===== src/rtl/dds_seq_ctrl_if.sv =====
// PicoBlaze port bus as seen by the DDS sequencer: write address/data/strobe
// from the processor, status byte back to it.
interface dds_seq_ctrl_if;
    logic [7:0] port_id;
    logic [7:0] out_port;
    logic       write_strobe;
    logic [7:0] in_port;

    modport master (
        output port_id,
        output out_port,
        output write_strobe,
        input  in_port
    );

    modport slave (
        input  port_id,
        input  out_port,
        input  write_strobe,
        output in_port
    );
endinterface


===== src/rtl/dds_seq_ctrl.sv =====
// AD9833-class DDS configuration sequencer.
// Host writes freq/phase/mode through an 8-address port window, a commit
// latches them into shadows and the FSM streams the 5-word program
// (reset, FREQ0 LSB, FREQ0 MSB, PHASE0, run) out on FSYNC/SCLK/SDATA.
// Optional build macro: DDS_SLEEP_EN -- routes commit sleep bits into
// the run word (bit7 SLEEP1, bit6 SLEEP12); otherwise they are forced 0.
//
// state | meaning
// ------+-------------------------------------------------------------
// IDLE  | waiting for a commit, serial lines idle
// LOAD  | pick word[idx] into the shifter, FSYNC drops
// SETUP | CLK_DIV cycles SCLK high with bit15 presented on SDATA
// SHIFT | 16 bits, each CLK_DIV low then CLK_DIV high; DDS samples on fall
// GAP   | 2*CLK_DIV cycles FSYNC high between words
// DONE  | bump done counter, restart if a commit is pending
module dds_seq_ctrl #(
    parameter logic [7:0] BASE    = 8'h00,
    parameter int         CLK_DIV = 2
) (
    input  logic           clk,
    input  logic           rst_n,
    dds_seq_ctrl_if.slave  bus,
    output logic           FSYNC,
    output logic           SCLK,
    output logic           SDATA
);

    typedef enum logic [2:0] {
        IDLE  = 3'd0,
        LOAD  = 3'd1,
        SETUP = 3'd2,
        SHIFT = 3'd3,
        GAP   = 3'd4,
        DONE  = 3'd5
    } state_t;

    localparam logic [8:0] DIV_M1 = 9'(CLK_DIV - 1);
    localparam logic [8:0] GAP_M1 = 9'(2 * CLK_DIV - 1);

    state_t      state, state_nxt;
    logic [8:0]  cnt, cnt_nxt;
    logic [2:0]  idx, idx_nxt;
    logic [3:0]  bitn, bitn_nxt;
    logic        half, half_nxt;
    logic [15:0] shreg, shreg_nxt;
    logic        latch;

    logic [27:0] freq_reg, sh_freq;
    logic [11:0] phase_reg, sh_phase;
    logic [1:0]  mode_reg, sh_mode, mode_src;
    logic [1:0]  sleep_reg, sh_sleep, sleep_src, sleep_in;
    logic        pending;
    logic [3:0]  done_cnt;
    logic        busy;

    logic [7:0]  offset;
    logic        hit, wr, commit;
    logic [15:0] ctrl_bits, word;

    // The window may sit anywhere in port space, so decode by offset.
    assign offset = bus.port_id - BASE;
    assign hit    = (offset[7:3] == 5'd0);
    assign wr     = bus.write_strobe & hit;
    assign commit = wr && (offset[2:0] == 3'd6);
    assign busy   = (state != IDLE);

`ifdef DDS_SLEEP_EN
    assign sleep_in = bus.out_port[3:2];
`else
    assign sleep_in = 2'b00;
`endif

    // A commit that starts a sequence in the same cycle has not reached
    // mode_reg yet, so take mode/sleep straight from the bus.
    assign mode_src  = commit ? bus.out_port[1:0] : mode_reg;
    assign sleep_src = commit ? sleep_in : sleep_reg;

    // Host-visible configuration registers.
    always_ff @(posedge clk or negedge rst_n) begin
        if (!rst_n) begin
            freq_reg  <= '0;
            phase_reg <= '0;
            mode_reg  <= '0;
            sleep_reg <= '0;
        end else if (wr) begin
            case (offset[2:0])
                3'd0: freq_reg[7:0]   <= bus.out_port;
                3'd1: freq_reg[15:8]  <= bus.out_port;
                3'd2: freq_reg[23:16] <= bus.out_port;
                3'd3: freq_reg[27:24] <= bus.out_port[3:0];
                3'd4: phase_reg[7:0]  <= bus.out_port;
                3'd5: phase_reg[11:8] <= bus.out_port[3:0];
                3'd6: begin
                    mode_reg  <= bus.out_port[1:0];
                    sleep_reg <= sleep_in;
                end
                default: ;
            endcase
        end
    end

    // Shadows freeze the settings for the sequence in flight.
    always_ff @(posedge clk or negedge rst_n) begin
        if (!rst_n) begin
            sh_freq  <= '0;
            sh_phase <= '0;
            sh_mode  <= '0;
            sh_sleep <= '0;
        end else if (latch) begin
            sh_freq  <= freq_reg;
            sh_phase <= phase_reg;
            sh_mode  <= mode_src;
            sh_sleep <= sleep_src;
        end
    end

    // Pending flag collapses any number of commits during a run; done counter.
    always_ff @(posedge clk or negedge rst_n) begin
        if (!rst_n) begin
            pending  <= 1'b0;
            done_cnt <= 4'd0;
        end else if (state == DONE) begin
            pending  <= 1'b0;
            done_cnt <= done_cnt + 4'd1;
        end else if (commit && busy) begin
            pending  <= 1'b1;
        end
    end

    // Word table built from the shadows.
    always_comb begin
        ctrl_bits = 16'h0000;
        case (sh_mode)
            2'd0: ctrl_bits = 16'h0000;
            2'd1: ctrl_bits = 16'h0002;
            2'd2: ctrl_bits = 16'h0028;
            default: ctrl_bits = 16'h0020;
        endcase
        word = 16'h0000;
        case (idx)
            3'd0: word = 16'h2100 | ctrl_bits;
            3'd1: word = {2'b01, sh_freq[13:0]};
            3'd2: word = {2'b01, sh_freq[27:14]};
            3'd3: word = {4'hC, sh_phase};
            default: word = 16'h2000 | ctrl_bits | {8'h00, sh_sleep, 6'h00};
        endcase
    end

    // FSM and serial datapath registers.
    always_ff @(posedge clk or negedge rst_n) begin
        if (!rst_n) begin
            state <= IDLE;
            cnt   <= '0;
            idx   <= '0;
            bitn  <= '0;
            half  <= 1'b0;
            shreg <= '0;
        end else begin
            state <= state_nxt;
            cnt   <= cnt_nxt;
            idx   <= idx_nxt;
            bitn  <= bitn_nxt;
            half  <= half_nxt;
            shreg <= shreg_nxt;
        end
    end

    // Next-state logic; timers are down-counters ending at zero.
    always_comb begin
        state_nxt = state;
        cnt_nxt   = cnt;
        idx_nxt   = idx;
        bitn_nxt  = bitn;
        half_nxt  = half;
        shreg_nxt = shreg;
        latch     = 1'b0;
        case (state)
            IDLE: begin
                if (commit) begin
                    state_nxt = LOAD;
                    idx_nxt   = 3'd0;
                    latch     = 1'b1;
                end
            end
            LOAD: begin
                shreg_nxt = word;
                cnt_nxt   = DIV_M1;
                state_nxt = SETUP;
            end
            SETUP: begin
                if (cnt != 9'd0) begin
                    cnt_nxt = cnt - 9'd1;
                end else begin
                    state_nxt = SHIFT;
                    half_nxt  = 1'b0;
                    bitn_nxt  = 4'd15;
                    cnt_nxt   = DIV_M1;
                end
            end
            SHIFT: begin
                if (cnt != 9'd0) begin
                    cnt_nxt = cnt - 9'd1;
                end else if (!half) begin
                    // SDATA moves only as SCLK rises, never near the falling edge.
                    half_nxt  = 1'b1;
                    cnt_nxt   = DIV_M1;
                    shreg_nxt = {shreg[14:0], 1'b0};
                end else if (bitn == 4'd0) begin
                    state_nxt = GAP;
                    cnt_nxt   = GAP_M1;
                end else begin
                    bitn_nxt = bitn - 4'd1;
                    half_nxt = 1'b0;
                    cnt_nxt  = DIV_M1;
                end
            end
            GAP: begin
                if (cnt != 9'd0) begin
                    cnt_nxt = cnt - 9'd1;
                end else if (idx == 3'd4) begin
                    state_nxt = DONE;
                end else begin
                    idx_nxt   = idx + 3'd1;
                    state_nxt = LOAD;
                end
            end
            DONE: begin
                if (pending || commit) begin
                    state_nxt = LOAD;
                    idx_nxt   = 3'd0;
                    latch     = 1'b1;
                end else begin
                    state_nxt = IDLE;
                end
            end
            default: state_nxt = IDLE;
        endcase
    end

    // Serial pins and status byte decoded from registered state.
    always_comb begin
        FSYNC  = !((state == LOAD) || (state == SETUP) || (state == SHIFT));
        SCLK   = !((state == SHIFT) && !half);
        SDATA  = ((state == SETUP) || (state == SHIFT)) && shreg[15];
        bus.in_port = (offset == 8'd7) ? {done_cnt, 2'b00, pending, busy} : 8'h00;
    end

endmodule


===== src/flat_wrapper.sv =====
// flat-port wrapper written by rule: the top's interface ports become plain ports
module dds_seq_ctrl_flat 
#(
    parameter logic [7:0] BASE    = 8'h00,
    parameter int         CLK_DIV = 2
)
  (clk, rst_n, FSYNC, SCLK, SDATA, bus_port_id, bus_out_port, bus_write_strobe, bus_in_port);
  dds_seq_ctrl_if bus_i ();
  input  logic clk;
  input  logic rst_n;
  output logic FSYNC;
  output logic SCLK;
  output logic SDATA;
  input wire logic [$bits(bus_i.port_id)-1:0] bus_port_id;
  input wire logic [$bits(bus_i.out_port)-1:0] bus_out_port;
  input wire logic [$bits(bus_i.write_strobe)-1:0] bus_write_strobe;
  output wire logic [$bits(bus_i.in_port)-1:0] bus_in_port;
  assign bus_i.port_id = bus_port_id;
  assign bus_i.out_port = bus_out_port;
  assign bus_i.write_strobe = bus_write_strobe;
  assign bus_in_port = bus_i.in_port;
  dds_seq_ctrl #(.BASE(BASE), .CLK_DIV(CLK_DIV)) u_core (.clk(clk), .rst_n(rst_n), .bus(bus_i), .FSYNC(FSYNC), .SCLK(SCLK), .SDATA(SDATA));
endmodule

===== config.mk =====
export PLATFORM = sky130hd
export DESIGN_NAME = dds_seq_ctrl_flat
export DESIGN_NICKNAME = d
export VERILOG_FILES = /design/src/rtl/dds_seq_ctrl_if.sv /design/src/rtl/dds_seq_ctrl.sv /design/src/flat_wrapper.sv
export SDC_FILE = /design/constraint.sdc
export NUM_CORES = 1
export LEC_CHECK = 0
export BUFFER_PORTS_ARGS = -buffer_cell sky130_fd_sc_hd__buf_4
export CAP_MARGIN = 25
export CORE_ASPECT_RATIO = 2
export CORE_MARGIN = 5
export CORE_UTILIZATION = 55
export DETAILED_ROUTE_END_ITERATION = 7
export HOLD_SLACK_MARGIN = 0.08
export MAX_ROUTING_LAYER = met4
export PLACE_DENSITY = 0.72
export SYNTH_ARGS = -nofsm -noshare
export SYNTH_HDL_FRONTEND = slang
export SYNTH_SLANG_ARGS = --single-unit

===== constraint.sdc =====
create_clock -name clk -period 5.9 [get_ports clk]
set_input_delay 1.475 -clock clk [delete_from_list [all_inputs] [get_ports clk]]
set_output_delay 1.475 -clock clk [all_outputs]
set_load 0.02 [all_outputs]

==> impl_metrics.ini, run 1 <==
[global_route]
gr-total-overflow = 0
track_usage = 0.219
grt_pass1_wl_um = 22600
grt_start_max_net_pins = 67
antenna_found_initial = 0
first_global_vias = 4421

[floorplan]
initial_core_util = 0.553
design.core.area_um2 = 11200
die_x_um = 85.1
fp.dieH_um = 160
ios = 30
die_area_um2 = 13600
placementRows = 55

[setup_path]
arrival_ns = 2.83
worstPathMaxFanout = 6
worst_ep_required_time_ns = 4.43
crit_type = in2out
max_stage_delay_ns = 0.56
endpoint_kind = primary output
ff2ff_setup_slack_ns = 2.97
r2r_start = u_core.state[2]
cp_cell_sequence = buf_4 -> or4_4 -> nor2_1 -> and3_1 -> and2_1 -> buf_4
worst_setup_path_start_kind = input port
worst_path_dominant_cell_family = simple AND/OR/NAND/NOR gates
crit_path_frequent_cell = buf_4
rr_worst_depth = 5
worst_path_max_delay_cell = or4_4
reg2reg_to = u_core.sh_freq[7]
crit_buf_inv = 2

[power]
power.total_uw = 2610
comb_power_share = 0.185
switchingPower_uw = 785
power.density_nw_per_um2 = 371
intPower_uw = 1830
p_seq_frac = 0.403
clockPowerShare = 0.413
p_sw_frac = 0.300
max-vdd-ir-drop_v = 0.000249
power_leakage_uw = 0.00326

[route]
drt_iter0_drc = 306
drt_wl_total_um = 14000
wl_per_cell_um = 20.8
firstDrtPassIters = 5
vias = 4222
route.detailed.drc = 0
via_per_inst = 6.26
ant_nets = 0

[timing]
slew_viol_final = 0
max_slew_margin = 0.282
hold_viol = 0
setup_tns_ns = 0
rsz0062_at_grt = no
finalClockSkew_ns = 0.0100
min_period_over_period = 0.730
tightest_slew_ns = 1.07
whs_ns = 0.482
fmax_ghz = 0.232
setup_violations = 0
fin_crit_ns = 4.31

[yosys]
ys.flop_type = dfrtp_1
yosys.area.top_type_share = 0.504
yosys-top-cells-area = dfrtp_1 50%, mux2_4 11%, mux2_2 9.4%
synth_area_um2 = 6200
syn_inst = 492
yosys_warnings = 0
syn_area_per_cell_um2 = 12.6
synth_edf_count = 0
ys_seq_elements = 125
yosysTopAreaCell = dfrtp_1
async_flop_share = 1.00
seq_area_frac_synth = 0.504
yosysUniqueCellTypes = 71

[clock_network]
root_buffer = clkbuf_16
htree_levels = 4
cts_resized = 0
clkSlewWorstSetupHoldPaths_ns = 0.06
cts_tree = yes
clock-sinks = 125
clock_path_buffers = 2
cts_buffers = 17
post_cts_buffers = 0
postCtsHoldBufs = 0
clk_latency_ns = 0.42

[place]
place_congestion = 0.865
io_buffers = 27
hpwl_um = 9600

[min_path]
hold_class = reg2reg
min_from = u_core.done_cnt[3]
hold_path_end = u_core.done_cnt[3]
min_delay_path_depth = 1

[layout]
nFillCells = 857
antenna_cells = 0
nets = 547
drive_gt1_frac = 0.333
area_delta_synth_final_pct = 13.4
final_cell_mix = 125 x dfrtp_1, 52 x mux2_2, 45 x mux2_4
final_common_cell = dfrtp_1

[flow_run]
cap_viol_max_count = 0

[run_status]
outcome = completed
routing by layer:
metal	global-route usage	part of all wire	vias to the layer above
met5	-	0	-
met4	0.107	0.037	0
met3	0.0465	0.034	45
met2	0.384	0.57	114
met1	0.225	0.36	2181
li1	-	-	1882
how the worst max path moves through the flow:
stage                               from             end  slack [ns]  cells past startpoint
final                     bus_port_id[3]  bus_in_port[0]        1.59                      6
after global routing      bus_port_id[3]  bus_in_port[5]        1.50                      6
after CTS                 bus_port_id[3]  bus_in_port[0]        1.59                      6
after detailed placement  bus_port_id[3]  bus_in_port[0]        1.59                      6
after global placement    bus_port_id[3]  bus_in_port[6]        1.63                      6
after floorplan           bus_port_id[3]  bus_in_port[1]        1.81                      4
metrics by stage:
| step | area, um2 | setup WS [ns] | instances | util |
|---|---|---|---|---|
| floorplan | 6210 | 1.81 | 493 | - |
| global placement | 6400 | 1.63 | 640 | 0.571 |
| detailed placement | 6410 | 1.59 | 641 | 0.572 |
| CTS | 7030 | 1.59 | 673 | 0.626 |
| global route | 7030 | 1.50 | 674 | 0.627 |
| finish | 7030 | 1.59 | 674 | 0.627 |
cell type report:
cell class | count | area (um2) | area share
Clock buffer | 17 | 425 | 0.0605
Sequential cell | 125 | 3130 | 0.445
Tap cell | 142 | 178 | 0.0253
Timing Repair Buffer | 33 | 248 | 0.0352
Clock inverter | 15 | 188 | 0.0267
Inverter | 16 | 60.1 | 0.00854
Multi-Input combinational cell | 326 | 2810 | 0.399
logic make-up after synthesis:
kind of cell               share of synthesized area
other                                       0.000605
muxes                                          0.208
DFF                                            0.504
xor gates and xnor gates                     0.00424
adders and majority gates                     0.0182
and+or+nand+nor                                0.106
buffers and inverters                         0.0440
AOI/OAI and AO/OA                              0.115
power groups by stage:
stage	Combinational, uW	Clock (uW)	Sequential (uW)
6_report	482	1080	1050
2_1_floorplan	378	0	1020
3_3_place_gp	453	0	1050
3_5_place_dp	478	0	1060
5_1_grt	532	1130	1060
4_1_cts	481	1090	1050
worst register-to-register path: cells and delay by family (launching register included):
| kind | cells | cell delay (ns) |
|---|---|---|
| compound gates | 1 | 0.72 |
| flops | 1 | 0.70 |
| buf+inv | 2 | 0.66 |
| simple gates | 1 | 0.41 |
| mux | 1 | 0.33 |
cells in the mapped netlist (3+ instances only):
cell,count
dfrtp_1,125
a221oi_1,3
nand2b_1,6
mux2i_1,3
nor3_1,7
a31oi_1,12
a211oi_1,3
a21oi_1,14
a222oi_1,9
a22o_1,3
nor2_1,18
nand3_1,7
o22ai_1,4
mux2_2,52
nor3b_1,3
o31ai_1,3
clkbuf_1,15
o21ai_0,19
buf_12,5
inv_1,16
and2_1,11
a22oi_1,4
o211ai_1,3
o221ai_1,3
nand2_1,24
nor2b_1,9
nand4_1,4
mux2_4,45
ha_1,9
No activity file was read; power rests on OpenSTA's default activity.
==> run 2: changes to the inputs <==
Clock period 5.9 ns to 4.36 ns, I/O delays scaled along.
==> run 2 against run 1 <==
  * Sequential power rose by 35%
  * Clock power rose by 37%
  * Sequential share of layout area is 0.19 points lower
  * First-iteration DRC count shrank 2.6%
  * Critical path depth unchanged
  * Cell area is 0.43% higher
  * Wire length decreased by 1.0%
  * Highest routed layer unchanged
  * Non-clock buffer count decreased by 1
==> impl_metrics.ini, run 2 (same netlist as run 1, synthesis figures left out) <==
[timing]
setup_tns_ns = 0
rsz0062_at_grt = no
whs_ns = 0.472
min_period_over_period = 0.818
slew_viol_final = 0
hold_viol = 0
setup_violations = 0
tightest_slew_ns = 1.03
finalClockSkew_ns = 0.00724
fmax_ghz = 0.280
fin_crit_ns = 3.57
max_slew_margin = 0.314

[min_path]
hold_class = reg2reg

[floorplan]
placementRows = 55
initial_core_util = 0.553
design.core.area_um2 = 11200
die_x_um = 85.1
fp.dieH_um = 160
die_area_um2 = 13600
ios = 30

[clock_network]
clock_path_buffers = 2
clk_latency_ns = 0.41
cts_buffers = 17
root_buffer = clkbuf_16
post_cts_buffers = 0
htree_levels = 4
clock-sinks = 125
clkSlewWorstSetupHoldPaths_ns = 0.06
cts_resized = 0
cts_tree = yes
postCtsHoldBufs = 0

[layout]
area_delta_synth_final_pct = 13.9
antenna_cells = 0
nFillCells = 831
nets = 546
drive_gt1_frac = 0.331
final_cell_mix = 125 x dfrtp_1, 52 x mux2_2, 45 x mux2_4
multi_input_area_um2 = 2810
final_common_cell = dfrtp_1
post-route-util = 0.630
seqCellArea_um2 = 3130

[route]
route.detailed.drc = 0
via_per_inst = 6.18
drt_wl_total_um = 13900
wl_per_cell_um = 20.6
vias = 4161
drt_iter0_drc = 298
ant_nets = 0
firstDrtPassIters = 5

[setup_path]
arrival_ns = 2.48
worst_ep_required_time_ns = 3.27
crit_path_frequent_cell = buf_4
endpoint_kind = primary output
ff2ff_setup_slack_ns = 1.60
worst_path_max_delay_cell = or4_4
worst_setup_path_start_kind = input port
cp_cell_sequence = buf_4 -> or4_4 -> nor2_1 -> and3_1 -> and2_1 -> buf_4
worstPathMaxFanout = 6
max_stage_delay_ns = 0.56
crit_type = in2out

[global_route]
grt_start_max_net_pins = 65
track_usage = 0.224
first_global_vias = 4515
antenna_found_initial = 0
gr-total-overflow = 0
grt_pass1_wl_um = 22900

[run_status]
outcome = completed

[power]
power.density_nw_per_um2 = 504
intPower_uw = 2500
max-vdd-ir-drop_v = 0.000385
p_sw_frac = 0.299
comb_power_share = 0.184
switchingPower_uw = 1060
clockPowerShare = 0.416
power_leakage_uw = 0.00326
p_seq_frac = 0.400

[flow_run]
cap_viol_max_count = 0

[place]
hpwl_um = 9570
place_congestion = 0.909
io_buffers = 27
[run 2: cell types whose count changed in the layout (fill, tap and decap cells not counted), sizes merged]
cell      before  now
clkbuf        17   18
clkinvlp       0    2
clkinv         9    4
inv           19   21
buf           33   32
[run 2: path summary, 6_finish.rpt]
| check | from | end | cells after the start |
|---|---|---|---|
| max | bus_port_id[3] | bus_in_port[6] | 6 |
| min | u_core.done_cnt[3] | u_core.done_cnt[3] | 1 |
| max reg2reg | u_core.state[1] | u_core.sh_freq[26] | 5 |
| min reg2reg | u_core.done_cnt[3] | u_core.done_cnt[3] | 1 |
| max in group asynchronous | rst_n | u_core.shreg[11] | 2 |
| min in group asynchronous | rst_n | u_core.done_cnt[3] | 1 |
[run 2: worst max-delay path, delay by kind of cell]
family / cells / cell delay, ns
simple gates: 4 / 1.14
buf+inv: 2 / 0.25
[run 2: metrics by stage]
stage | power (uW) | area (um2) | worst slack (ns) | cells
floorplan | 1890 | 6210 | 1.04 | 493
global placement | 2050 | 6420 | 0.862 | 639
detailed placement | 2090 | 6440 | 0.781 | 641
CTS | 3570 | 7060 | 0.778 | 673
global route | 3720 | 7060 | 0.653 | 673
finish | 3560 | 7060 | 0.794 | 673
[run 2: layer usage]
metal / up-vias / track usage / wire length, um
li1: 1879 / - / -
met1: 2137 / 0.217 / 4970
met2: 103 / 0.409 / 7920
met3: 42 / 0.0475 / 422
met4: 0 / 0.107 / 550
met5: - / - / 0
[run 2: area by class of cell]
class	count	share of cell area
Sequential cell	125	0.443
Multi-Input combinational cell	326	0.397
Clock buffer	18	0.0622
Timing Repair Buffer	32	0.0381
Clock inverter	14	0.0259
Tap cell	142	0.0252
Inverter	16	0.00850
[run 2: power by group through the flow]
stage               registers [uW]  logic [uW]  clock network, uW
floorplan                     1380         512                  0
global placement              1430         617                  0
detailed placement            1440         649                  0
CTS                           1420         654               1500
global route                  1440         730               1550
finish                        1420         654               1480
